### config.mk
export PLATFORM = sky130hd
export DESIGN_NAME = fifo_wr_arbiter
export DESIGN_NICKNAME = d
export VERILOG_FILES = /design/src/rtl/fifo_arb_pkg.sv /design/src/rtl/fifo_wr_arbiter_rr_pick.sv /design/src/rtl/fifo_wr_arbiter.sv
export SDC_FILE = /design/constraint.sdc
export NUM_CORES = 1
export LEC_CHECK = 0
export ABC_AREA = 1
export BUFFER_PORTS_ARGS = -buffer_cell sky130_fd_sc_hd__buf_2
export CAP_MARGIN = 20
export CORE_ASPECT_RATIO = 2
export CORE_MARGIN = 1.5
export CORE_UTILIZATION = 25
export DETAILED_ROUTE_END_ITERATION = 6
export HOLD_SLACK_MARGIN = 0.08
export MAX_ROUTING_LAYER = met4
export PLACE_DENSITY = 0.52
export SETUP_SLACK_MARGIN = 0.4
export SYNTH_ARGS = -nofsm -noshare
export SYNTH_HDL_FRONTEND = slang
export SYNTH_SLANG_ARGS = --single-unit
### constraint.sdc
create_clock -name wr_clk -period 2.29 [get_ports wr_clk]
set_clock_uncertainty 0.2 [all_clocks]
set_input_delay 0.458 -clock wr_clk [delete_from_list [all_inputs] [get_ports wr_clk]]
set_output_delay 0.458 -clock wr_clk [all_outputs]
set_load 0.03 [all_outputs]
### src/rtl/fifo_arb_pkg.sv
// fifo_arb_pkg: shared state type and width helpers for fifo_wr_arbiter.
// FIFO_ARB_TAG_EN widens the FIFO write data by the requester id.
package fifo_arb_pkg;
  typedef enum logic {IDLE, GRANT} state_t;
`ifdef FIFO_ARB_TAG_EN
  localparam bit TAG_EN = 1'b1;
`else
  localparam bit TAG_EN = 1'b0;
`endif
  function automatic int idw_of(int n);
    return n > 1 ? $clog2(n) : 1;
  endfunction
  function automatic int data_w(int width, int n);
    return width + (TAG_EN ? idw_of(n) : 0);
  endfunction
endpackage

### src/rtl/fifo_wr_arbiter_rr_pick.sv
// rr_pick: combinational round-robin picker, first valid request at or after ptr+1 (mod N).
module rr_pick import fifo_arb_pkg::*; #(
  parameter int N = 4,
  localparam int IDW = idw_of(N)
) (
  input  logic [N-1:0]   req,
  input  logic [IDW-1:0] ptr,
  output logic [IDW-1:0] idx,
  output logic           any
);
  logic [IDW-1:0] j;
  // scan farthest-first so the nearest valid request overwrites the result
  always_comb begin
    idx = '0;
    j = '0;
    for (int k = N; k >= 1; k--) begin
      j = IDW'((int'(ptr) + k) % N);
      if (req[j]) idx = j;
    end
  end
  assign any = |req;
endmodule

### src/rtl/fifo_wr_arbiter.sv
// fifo_wr_arbiter: round-robin burst arbiter sharing the async FIFO write port among N requesters.
// Define FIFO_ARB_TAG_EN to prepend grant_id to fifo_wr_data.
module fifo_wr_arbiter import fifo_arb_pkg::*; #(
  parameter int N = 4,
  parameter int WIDTH = 8,
  parameter int MAX_BURST = 4,
  parameter int IDLE_TMO = 8,
  localparam int IDW = idw_of(N),
  localparam int DW = data_w(WIDTH, N)
) (
  input  logic             wr_clk,
  input  logic             reset,
  input  logic [N-1:0]     req_valid,
  input  logic [N*WIDTH-1:0] req_data,
  input  logic [N-1:0]     req_last,
  output logic [N-1:0]     req_ready,
  input  logic             fifo_wr_full,
  output logic             fifo_wr_en,
  output logic [DW-1:0]    fifo_wr_data,
  output logic [IDW-1:0]   grant_id,
  output logic             busy
);
  localparam int BW = $clog2(MAX_BURST + 1);
  localparam int TW = $clog2(IDLE_TMO + 1);
  state_t state, state_n;
  logic [IDW-1:0] ptr, pick;
  logic any, g_valid, accept, rel;
  logic [BW-1:0] beat_cnt;
  logic [TW-1:0] tmo_cnt;
  logic [WIDTH-1:0] g_data;

  rr_pick #(.N(N)) u_pick (.req(req_valid), .ptr(ptr), .idx(pick), .any(any));

  assign g_valid = req_valid[grant_id];
  assign accept = state == GRANT && g_valid && !fifo_wr_full;
  assign g_data = req_data[grant_id*WIDTH +: WIDTH];
  assign busy = state == GRANT;
  assign fifo_wr_en = accept;
  assign req_ready = accept ? N'(1) << grant_id : '0;
`ifdef FIFO_ARB_TAG_EN
  assign fifo_wr_data = {grant_id, g_data};
`else
  assign fifo_wr_data = g_data;
`endif
  // a full FIFO freezes the whole grant, timeout included
  assign rel = state == GRANT && !fifo_wr_full &&
    (accept ? (req_last[grant_id] || beat_cnt == BW'(MAX_BURST - 1)) : tmo_cnt == TW'(IDLE_TMO - 1));

  always_comb begin
    state_n = state;
    state_n = state == IDLE ? (any ? GRANT : IDLE) : (rel ? IDLE : GRANT);
  end

  always_ff @(posedge wr_clk or posedge reset) begin
    if (reset) begin
      state <= IDLE;
      grant_id <= '0;
      ptr <= IDW'(N - 1);
      beat_cnt <= '0;
      tmo_cnt <= '0;
    end else begin
      state <= state_n;
      if (state == IDLE && any) grant_id <= pick;
      if (rel) begin
        ptr <= grant_id;
        beat_cnt <= '0;
        tmo_cnt <= '0;
      end else if (state == GRANT && !fifo_wr_full) begin
        if (g_valid) begin
          tmo_cnt <= '0;
          beat_cnt <= beat_cnt == BW'(MAX_BURST - 1) ? beat_cnt : beat_cnt + BW'(1);
        end else begin
          tmo_cnt <= tmo_cnt + TW'(1);
        end
      end
    end
  end
endmodule
==> flow_summary.yaml <==
worst_setup_path:
  path_class: "reg2out"
  critPathLaunch: "grant_id[0]"
  worstPathArrival_ns: 1.53
  cp-start-kind: "flop"
  r2r_start: "grant_id[0]"
  worst-path-max-fanout: 4
  required_ns: 1.63
  worstSetupEndpointType: "output pin"
place:
  dpl.hpwl_mm: 2.67
  gp_congestion: 0.822
  dp.cells: 280
  port_buffers: 58
drt:
  wirelength_mm: 3.38
  ant_nets: 0
  wl_per_cell_um: 11.5
  route.detailed.drc: 0
  dr.pass1.iters: 3
  drtIter0Drc: 10
  avgViaCountPerCell: 4.64
  vias: 1363
cells_and_area:
  fillerInstances: 457
  area_growth_pct: 63.2
  diodes: 0
  final_cells: 294
  drive_gt1_frac: 0.459
  finalNetCount: 289
power:
  power_density_nw_per_um2: 1410
  fin_total_pwr_mw: 2.46
  vdd_drop_max_uv: 716
  p_leak_nw: 0.922
timing:
  tightest_slew_ns: 0.495
  setup_violations: 0
  slew_viol_final: 0
  final.period_utilization: 0.955
  fin_crit_ns: 2.19
  relSlewSlack: 0.667
  final.setup.tns_ns: 0
  finalHoldViolCount: 0
  rsz0062_at_grt: "yes"
  max_freq_mhz: 457
logic_synthesis:
  async_reset_ff_frac: 1.00
  synth_ff_type: "dfrtp_1"
  yosys.area.top_type: "dfrtp_1"
  synth_edf_count: 0
  syn_area_um2: 1070
  ys_ff_latch: 12
  ys_seq_area_frac: 0.283
  synth.distinct_cells: 26
  synthTopCellsByCount: "60 x nand2_1, 30 x nand3_1, 20 x inv_1, 10 x dfrtp_1, 9 x a22oi_1"
  synth_area_per_cell_um2: 6.32
  synth.most_common_cell: "nand2_1"
  synth_cells: 169
  synth_top_area_frac: 0.234
  syn-num-nets: 215
  synth.area.top_cells: "dfrtp_1 23%, nand2_1 21%, nand3_1 14%"
  ys_warn_count: 0
clock_tree:
  clk_pin_slew_ns: 0.05
  h-tree-depth: 1
  root_buffer: "clkbuf_8"
  clockBufferDepth: 2
  cts_buffers: 3
  clock_latency_ns: 0.24
  cts_tree: "built"
  cts.sinks: 12
die:
  die_w_um: 49.2
  rows: 33
  core_area_um2: 4090
  die-area_um2: 4700
  io_pins: 59
  initial_utilization: 0.261
  die_y_um: 95.5
global_route:
  grt_pass1_vias: 1418
  grt_pass1_wl_mm: 5.79
  antenna_found_initial: 0
  grt_max_degree: 13
  grt_usage: 0.158
  grt_overflow: 0
hold_path:
  min_from: "busy"
  hold_path_class: "reg2reg"
status:
  status: "finished clean"
flow_run:
  drv_cap: 0
## per-layer routing
layer / GRT usage / share of wire
met5: - / 0
met4: 0.0571 / 0.013
met3: 0.00627 / 0.039
met2: 0.319 / 0.57
met1: 0.155 / 0.38
## state kept, by name, indices dropped and copies added, names as in the netlist
| register | flops |
|---|---|
| tmo_cnt | 4 |
| grant_id | 2 |
| beat_cnt | 3 |
| busy | 1 |
| ptr | 2 |
## cell families after synthesis
family          after synthesis  synth area share
xor+xnor                      2            0.0164
buf+inv                      26             0.102
simple gates                106             0.436
fa+ha+maj                     3            0.0351
mux                           1           0.00937
flops                        12             0.283
compound gates               19             0.118
## path summary, 6_finish.rpt
check	slack, ns	cells past startpoint	end
min in group asynchronous	0.57	3	beat_cnt[1]
setup / recovery	0.10	9	req_ready[2]
hold / removal	0.30	2	busy
max in group asynchronous	0.98	3	ptr[0]
setup reg to reg	0.56	10	busy
hold reg to reg	0.30	2	busy
## placed cells by master, fill, tap and decap left out, types with 4 or more instances in the layout
cell	instances
a22oi_2	8
buf_2	45
buf_4	14
buf_6	13
dfrtp_1	8
inv_1	15
inv_2	5
nand2_1	56
nand2_2	7
nand3_1	29
nor2_4	4
o21ai_0	5
## through the flow
step	utilization	hold slack (ns)	area [um^2]	setup WS [ns]
6_report	0.427	0.297	1740	0.104
5_1_grt	0.427	0.329	1740	0.00690
4_1_cts	0.406	0.301	1660	0.103
3_5_place_dp	0.358	0.289	1470	0.166
3_3_place_gp	0.358	0.287	1470	0.176
2_1_floorplan	-	0.121	1090	0.00539
## repair_timing
action / 4_1_cts / 5_1_grt
gates cloned: 0 / 0
pin swaps: 2 / 10
hold buffers: 1 / 0
setup endpoints to repair: 13 / 14
hold endpoints to repair: 10 / 0
resized for setup: 32 / 13
buffers inserted: 6 / 3
## worst max-delay path, stage by stage, from the launching register on
cell and delay, ns:
dfrtp_2 0.42, inv_2 0.08, nor2_4 0.12, nand2_2 0.06, nand2_2 0.08, nor2_4 0.05
nor2_4 0.10, inv_2 0.06, nor3_4 0.16, buf_6 0.15
## power breakdown
part	internal (mW)	total (mW)	switching (mW)	leakage, nW
Clock	0.122	0.196	0.0739	0.0228
Sequential	0.319	0.435	0.116	0.145
Combinational	0.765	1.83	1.06	0.754
## final cells by class
class | count | area (um^2) | area share
multi-input combinational | 131 | 746 | 0.428
timing repair buffer | 74 | 502 | 0.288
sequential | 12 | 305 | 0.175
inverter | 21 | 81.3 | 0.0466
tap | 52 | 65.1 | 0.0373
clock buffer | 4 | 45.0 | 0.0258
Power figures use the tool's default switching activity.
